`config.mk`:
```
export PLATFORM = sky130hd
export DESIGN_NAME = spi_reg_ctrl_flat
export DESIGN_NICKNAME = d
export VERILOG_FILES = /design/src/rtl/spi_pkg.sv /design/src/rtl/spi_reg_ctrl_if.sv /design/src/rtl/spi_reg_ctrl.sv /design/src/flat_wrapper.sv
export SDC_FILE = /design/constraint.sdc
export NUM_CORES = 1
export LEC_CHECK = 0
export CELL_PAD_IN_SITES_DETAIL_PLACEMENT = 1
export CELL_PAD_IN_SITES_GLOBAL_PLACEMENT = 1
export CORE_ASPECT_RATIO = 0.9
export CORE_UTILIZATION = 31
export CTS_BUF_LIST = sky130_fd_sc_hd__clkbuf_2 sky130_fd_sc_hd__clkbuf_4 sky130_fd_sc_hd__clkbuf_8
export CTS_CLUSTER_DIAMETER = 80
export DETAILED_ROUTE_END_ITERATION = 8
export PLACE_DENSITY = 0.86
export RECOVER_POWER = 100
export SLEW_MARGIN = 10
export SYNTH_ARGS = -nofsm -noshare
export SYNTH_HDL_FRONTEND = slang
export SYNTH_SLANG_ARGS = --single-unit
```
`constraint.sdc`:
```
create_clock -name clk -period 1.5 [get_ports clk]
set_clock_uncertainty 0.1 [all_clocks]
set_input_delay 0.15 -clock clk [delete_from_list [all_inputs] [get_ports clk]]
set_output_delay 0.15 -clock clk [all_outputs]
set_load 0.01 [all_outputs]
```
`src/rtl/spi_pkg.sv`:
```
// Shared constants for the SPI register transaction controller.
// Command byte layout, idle MISO value and FSM state encoding.
package spi_pkg;

    localparam int CMD_RW_BIT   = 7;
    localparam int CMD_RSVD_BIT = 6;

    localparam logic [7:0] IDLE_MISO_BYTE = 8'h00;

    localparam logic [0:0] S_CMD  = 1'b0;
    localparam logic [0:0] S_DATA = 1'b1;

endpackage

```
`src/rtl/spi_reg_ctrl_if.sv`:
```
// Register-file bus between the SPI controller and the PWM config regs.
// The controller is the master; the register file answers reads combinationally.
interface spi_reg_ctrl_if #(
    parameter int ADDR_W = 6
);

    logic [ADDR_W-1:0] reg_addr;
    logic [7:0]        reg_wdata;
    logic              reg_write;
    logic              reg_read;
    logic [7:0]        reg_rdata;

    modport master (
        output reg_addr,
        output reg_wdata,
        output reg_write,
        output reg_read,
        input  reg_rdata
    );

    modport slave (
        input  reg_addr,
        input  reg_wdata,
        input  reg_write,
        input  reg_read,
        output reg_rdata
    );

endinterface

```
`src/rtl/spi_reg_ctrl.sv`:
```
// Decodes the SPI command byte and turns following data bytes into
// register writes/reads, with optional burst address auto-increment.
module spi_reg_ctrl #(
    parameter int ADDR_W   = 6,
    parameter bit AUTO_INC = 1'b1
) (
    input  logic          clk,
    input  logic          rst_n,
    input  logic          cs_n,
    input  logic          byte_sync,
    input  logic [7:0]    data_in,
    output logic [7:0]    data_out,
    output logic          txn_active,
    spi_reg_ctrl_if.master rbus
);

    import spi_pkg::*;

    logic [0:0] state;
    logic       wr_mode;
    logic       rd_pend;

    assign txn_active = (state == S_DATA);

    // Transaction FSM: command decode, direction and pending-read tracking.
    always_ff @(posedge clk or negedge rst_n) begin
        if (!rst_n) begin
            state   <= S_CMD;
            wr_mode <= 1'b0;
            rd_pend <= 1'b0;
        end else if (cs_n) begin
            state   <= S_CMD;
            rd_pend <= 1'b0;
        end else begin
            rd_pend <= 1'b0;
            case (state)
                S_CMD: begin
                    if (byte_sync) begin
                        state   <= S_DATA;
                        wr_mode <= data_in[CMD_RW_BIT];
                        rd_pend <= ~data_in[CMD_RW_BIT];
                    end
                end
                S_DATA: begin
                    if (byte_sync && !wr_mode) begin
                        rd_pend <= 1'b1;
                    end
                end
                default: state <= S_CMD;
            endcase
        end
    end

    // Registered bus outputs: address counter, strobes and MISO byte.
    always_ff @(posedge clk or negedge rst_n) begin
        if (!rst_n) begin
            rbus.reg_addr  <= '0;
            rbus.reg_wdata <= 8'h00;
            rbus.reg_write <= 1'b0;
            rbus.reg_read  <= 1'b0;
            data_out       <= IDLE_MISO_BYTE;
        end else begin
            rbus.reg_write <= 1'b0;
            rbus.reg_read  <= 1'b0;
            // A committed write advances the address one cycle after its strobe.
            if (rbus.reg_write && AUTO_INC) begin
                rbus.reg_addr <= rbus.reg_addr + ADDR_W'(1);
            end
            if (cs_n) begin
                data_out <= IDLE_MISO_BYTE;
            end else begin
                case (state)
                    S_CMD: begin
                        data_out <= IDLE_MISO_BYTE;
                        if (byte_sync) begin
                            rbus.reg_addr <= data_in[ADDR_W-1:0];
                        end
                    end
                    S_DATA: begin
                        if (byte_sync && wr_mode) begin
                            rbus.reg_wdata <= data_in;
                            rbus.reg_write <= 1'b1;
                        end
                        if (byte_sync && !wr_mode && AUTO_INC) begin
                            rbus.reg_addr <= rbus.reg_addr + ADDR_W'(1);
                        end
                        if (rd_pend) begin
                            rbus.reg_read <= 1'b1;
                        end
                        if (rbus.reg_read) begin
                            data_out <= rbus.reg_rdata;
                        end
                    end
                    default: data_out <= IDLE_MISO_BYTE;
                endcase
            end
        end
    end

endmodule

```
`src/flat_wrapper.sv`:
```
// flat-port wrapper written by rule: the top's interface ports become plain ports
module spi_reg_ctrl_flat import spi_pkg::*;
#(
    parameter int ADDR_W   = 6,
    parameter bit AUTO_INC = 1'b1
)
  (clk, rst_n, cs_n, byte_sync, data_in, data_out, txn_active, rbus_reg_addr, rbus_reg_wdata, rbus_reg_write, rbus_reg_read, rbus_reg_rdata);
  spi_reg_ctrl_if #(.ADDR_W(ADDR_W)) rbus_i ();
  input  logic clk;
  input  logic rst_n;
  input  logic cs_n;
  input  logic byte_sync;
  input  logic [7:0] data_in;
  output logic [7:0] data_out;
  output logic txn_active;
  output wire logic [$bits(rbus_i.reg_addr)-1:0] rbus_reg_addr;
  output wire logic [$bits(rbus_i.reg_wdata)-1:0] rbus_reg_wdata;
  output wire logic [$bits(rbus_i.reg_write)-1:0] rbus_reg_write;
  output wire logic [$bits(rbus_i.reg_read)-1:0] rbus_reg_read;
  input wire logic [$bits(rbus_i.reg_rdata)-1:0] rbus_reg_rdata;
  assign rbus_reg_addr = rbus_i.reg_addr;
  assign rbus_reg_wdata = rbus_i.reg_wdata;
  assign rbus_reg_write = rbus_i.reg_write;
  assign rbus_reg_read = rbus_i.reg_read;
  assign rbus_i.reg_rdata = rbus_reg_rdata;
  spi_reg_ctrl #(.ADDR_W(ADDR_W), .AUTO_INC(AUTO_INC)) u_core (.clk(clk), .rst_n(rst_n), .cs_n(cs_n), .byte_sync(byte_sync), .data_in(data_in), .data_out(data_out), .txn_active(txn_active), .rbus(rbus_i));
endmodule
```
### After elaboration in Yosys (flattened, before gate mapping)

Cells that the tools add are included.

| storage, ports and cells | value |
|---|---|
| input bits | 20 |
| register bits after elaboration | 27 |
| logic and storage cells | 39 |
| output and inout port bits | 25 |

| operators by class | value |
|---|---|
| bitwise gates (word level) | 3 |
| reduce and logical (&&, ||, !) cells | 5 |
| eq/ne operators | 1 |
| $add $sub $neg | 1 |
| mux-type cells | 21 |

Operator list:

| cell | number |
|---|---|
| $mux W6 | 4 |
| $mux W8 | 2 |
| $pmux W8 S2 | 1 |
| $mux W1 | 12 |
| $pmux W6 S2 | 1 |
| $add A6 B1 Y6 const B | 1 |
| $reduce_and A3 Y1 | 2 |
| $ne A3 B2 Y1 const B | 1 |
| $not A1 Y1 | 3 |
| $logic_and A1 B1 Y1 | 2 |
| $pmux W1 S2 | 1 |
| $logic_not A1 Y1 | 1 |

### Depth between registers and ports, before layout

| logic depth | value |
|---|---|
| depth after elaboration | 5 |
| gate-level depth with buffers | 5 |
| mapped depth without buffers | 4 |

### Worst setup path before layout

Ideal clock, no wire load.

| timing path | value |
|---|---|
| kind | reg2reg |
| start | register u_core.rbus.reg_addr[0] |
| end | register u_core.rbus.reg_addr[5] |
| data required time | 1,305 ps |
| setup time | 95 ps |
| arrival time | 1,235 ps |
| path slack | 70 ps |
| stages on the path, launching flop included | 5 |
| buffers on the path | 0 |
| period minus slack after synthesis | 1,430 ps |
| cells stage by stage | dfrtp_1 and4_1 and3_1 and3_4 o32ai_2 |

| between the ends | value |
|---|---|
| word-level cells in the longest chain between the ends | 5 |
| elaborated cells between the ends (all ways) | 6 |
| classes of those cells | add/sub (1); mux (5) |

Ends and longest elaborated chain:

| element | RTL line | RTL |
|---|---|---|
| start: declaration | spi_reg_ctrl_if.sv:14 | `output reg_addr,` |
| start signal: assignment | spi_reg_ctrl.sv:67 | `rbus.reg_addr <= rbus.reg_addr + ADDR_W'(1);` |
| start signal: assignment | spi_reg_ctrl.sv:76 | `rbus.reg_addr <= data_in[ADDR_W-1:0];` |
| start signal: assignment | spi_reg_ctrl.sv:85 | `rbus.reg_addr <= rbus.reg_addr + ADDR_W'(1);` |
| $add A6 B1 Y6 (*) | spi_reg_ctrl.sv:67, spi_reg_ctrl.sv:85 |  |
| $mux W6 | spi_reg_ctrl.sv:66 | `if (rbus.reg_write && AUTO_INC) begin` |
| $mux W6, on equally long branches | spi_reg_ctrl.sv:84, spi_reg_ctrl.sv:75 |  |
| $pmux W6 S2 | spi_reg_ctrl.sv:72 | `case (state)` |
| $mux W6 (*) | spi_reg_ctrl.sv:69 | `if (cs_n) begin` |

Mark *: on every way between the ends. The rest lies on a longest branch, timed or not.
A chain may end at the register's enable or synchronous reset.

### Worst setup path in the final report

| timing path | value |
|---|---|
| start | register u_core.state, in the netlist u_core.txn_active |
| end | register u_core.rbus.reg_addr[4] |

| between the ends | value |
|---|---|
| word-level cells in the longest chain between the ends | 3 |

Ends and longest elaborated chain:

| element | RTL line | RTL |
|---|---|---|
| start: declaration | spi_reg_ctrl.sv:19 | `logic [0:0] state;` |
| start signal: assignment | spi_reg_ctrl.sv:28 | `state <= S_CMD;` |
| start signal: assignment | spi_reg_ctrl.sv:32 | `state <= S_CMD;` |
| start signal: assignment | spi_reg_ctrl.sv:39 | `state <= S_DATA;` |
| $not A1 Y1 (no line) | - |  |
| $pmux W6 S2 (*) | spi_reg_ctrl.sv:72 |  |
| $mux W6 (*) | spi_reg_ctrl.sv:69 |  |

Marked as above.

==> impl_metrics.yaml <==
clock_tree:
  cts_buffer_depth: 2
  tritoncts: "built"
  clkSlewWorstSetupHoldPaths_ns: 0.10
  cts.htree.levels: 1
  cts_hold_buffers: 0
  cts_buffers: 3
  cts_root_buf: "clkbuf_8"
  clock_sink_count: 27
  worstSkewPairLatency_ns: 0.27
die:
  die_area_mm2: 0.00421
  die_width_um: 68.3
  io_pins: 45
  placementRows: 21
  start_util: 0.326
  die_h_um: 61.6
  design.core.area_mm2: 0.00376
global_routing:
  groute.layer.met3.usage: 0.0463
  grt_start_max_net_pins: 28
  grt_pass1_wl_um: 5030
  global_route.overflow_total: 0
  grtUsageMet1: 0.185
  first_global_vias: 1103
  antenna_found_initial: 0
  grt_busiest_layer: "met2"
  grt_util_met2: 0.312
  grtUsageTotal: 0.164
timing:
  timing_max_transition_violations_final: 0
  min_period_ns: 1.49
  setup_repair_after_global_routing_missed_its_margin: "yes"
  hold_violations: 0
  post-route-worst-setup-slack_ns: 0.0138
  max-slew-margin-rel: 0.533
  report.final.setup_viol: 0
  tightest_slew_ns: 0.701
  final.setup.tns_ns: 0
  max_clock_freq_mhz: 673
  fin_crit_sh: 0.991
route:
  wire_per_inst_um: 16.0
  initialDrtViolationCount: 39
  via_count: 1097
  routed_antenna_nets: 0
  detail_route.first_pass.iterations: 4
  remaining_drc_errors: 0
  route.detailed.vias_per_inst: 4.99
  drt-total-wl_um: 3520
setup_path:
  cp_max_fo: 5
  timing.rr.start: "u_core.txn_active"
  crit_start: "u_core.txn_active"
  timing_worst_setup_path_type: "flip-flop to flip-flop"
  cp-start-kind: "flip-flop"
  setup.worst_path.end_class: "flip-flop"
  cp.required_ns: 1.57
  critPathArrivalTime_ns: 1.55
final_layout:
  area_growth_syn_to_layout_pct: 60.0
  layout.cells.most_common: "clkdlybuf4s50_1"
  most-common-layout-cells: "clkdlybuf4s50_1, dfrtp_1, buf_4"
  finish.net_count: 196
  stdcell_count: 220
  drive_above_1_share: 0.264
  layout.filler_cells: 423
  fin_area_mm2: 0.00196
  n_antenna_cell: 0
synthesis:
  postSynth.topFlopCell: "dfrtp_1"
  synth_cell_types: 31
  flip_flop_and_latch_count_after_synthesis: 27
  synthesis.nets: 127
  synthArstFlopShare: 1.00
  synth_top_cells_by_area: "dfrtp_1, mux2i_1, mux2_2"
  netlist_area_mm2: 0.00122
  synthesis.area_per_instance_um2: 11.6
  yosys.area.top_type_share: 0.552
  synth-warning-count: 0
  synth_cells: 106
  synth_enable_flop_cells: 0
  yosysTopAreaCell: "dfrtp_1"
  seq_area_frac_synth: 0.552
placement:
  placement.io_buffers: 44
  gp_congestion: 0.812
  dp.cells: 210
  dp_hpwl_um: 2460
  place_area_mm2: 0.00183
  post-place-ws_ns: -0.260
pwr:
  static-leakage-power_nw: 0.865
  post-layout-total-power_w: 0.00216
  vdd.ir_drop.worst_uv: 810
  powerDensity_mw_per_mm2: 1100
run_status:
  status: "completed"
worst_hold_path:
  hold_path_class: "primary input to async pin"
flow_run:
  cap_violations: 0
[worst max-delay path: stages, from the launching register on]
cell and delay [ns]:
dfrtp_2 0.45, buf_12 0.14, and4bb_4 0.22, o2111ai_2 0.18, xor2_1 0.19, a21oi_1 0.09
[stage by stage]
stage	util	hold WS, ns
6_report	0.521	0.366
2_1_floorplan	-	-0.246
3_3_place_gp	0.488	0.345
3_5_place_dp	0.488	0.340
4_1_cts	0.508	0.176
5_1_grt	0.521	0.378
[final timing paths]
check / endpoint / slack [ns] / cells past startpoint
worst max-delay path: u_core.rbus.reg_addr[4] / 0.01 / 5
worst min-delay path: u_core.rbus.reg_read / 0.37 / 2
worst max register to register: u_core.rbus.reg_addr[4] / 0.01 / 5
worst min register to register: u_core.rbus.reg_read / 0.37 / 1
max in group asynchronous: u_core.rbus.reg_write / 0.45 / 2
min in group clk: u_core.wr_mode / 0.37 / 3
[logic make-up (layout without fill, tap and decap cells)]
logic type,count (synthesis),in the layout,share of synthesized area
xor gates and xnor gates,3,3,0.0215
and+or+nand+nor,40,40,0.174
adders and majority gates,1,1,0.0102
muxes,16,16,0.138
DFF,27,27,0.552
buffers and inverters,5,73,0.0215
AOI/OAI and AO/OA,14,14,0.0838
[final cells by class]
| cell class | instances | area (µm²) | share of cell area |
|---|---|---|---|
| Sequential cell | 27 | 678 | 0.346 |
| Timing Repair Buffer | 67 | 618 | 0.315 |
| Multi-Input combinational cell | 74 | 549 | 0.280 |
| Tap cell | 46 | 57.6 | 0.0294 |
| Clock buffer | 3 | 41.3 | 0.0211 |
| Clock inverter | 1 | 7.51 | 0.00383 |
| Inverter | 2 | 7.51 | 0.00383 |
[cells in the mapped netlist, types with 2 or more instances]
cell type	n
mux2i_1	9
dfrtp_1	27
mux2_2	7
clkbuf_1	2
nand2b_1	2
inv_1	2
o221a_2	2
nor2b_1	2
xor2_1	3
nor2_1	17
o21ai_0	5
nand2_1	7
a21oi_1	3
[layer usage]
metal	vias to the layer above	part of all wire
li1	508	-
met1	551	0.42
met2	38	0.54
met3	0	0.042
met4	0	0
met5	-	0
[state kept, by name (all words and copies together) (netlist names)]
register / cells
u_core.wr_mode: 1
u_core.data_out: 8
u_core.rbus.reg_read: 1
u_core.txn_active: 1
u_core.rd_pend: 1
u_core.rbus.reg_wdata: 8
u_core.rbus.reg_write: 1
u_core.rbus.reg_addr: 6
[report_power, final]
part | total (W) | internal (W) | leakage (nW) | switching (W)
Combinational | 0.000786 | 0.000453 | 0.502 | 0.000333
Clock | 0.000427 | 0.000189 | 0.0217 | 0.000238
Sequential | 0.000950 | 0.000859 | 0.342 | 0.0000910
Total | 0.00216 | 0.00150 | 0.865 | 0.000661
[repair_timing]
item                                    4_1_cts  5_1_grt
setup buffers                                 3        3
pin swaps                                     0        1
gates resized for setup                       7        8
endpoints found under the setup margin       19        7
Note: power is estimated with default switching activity, not from simulation.
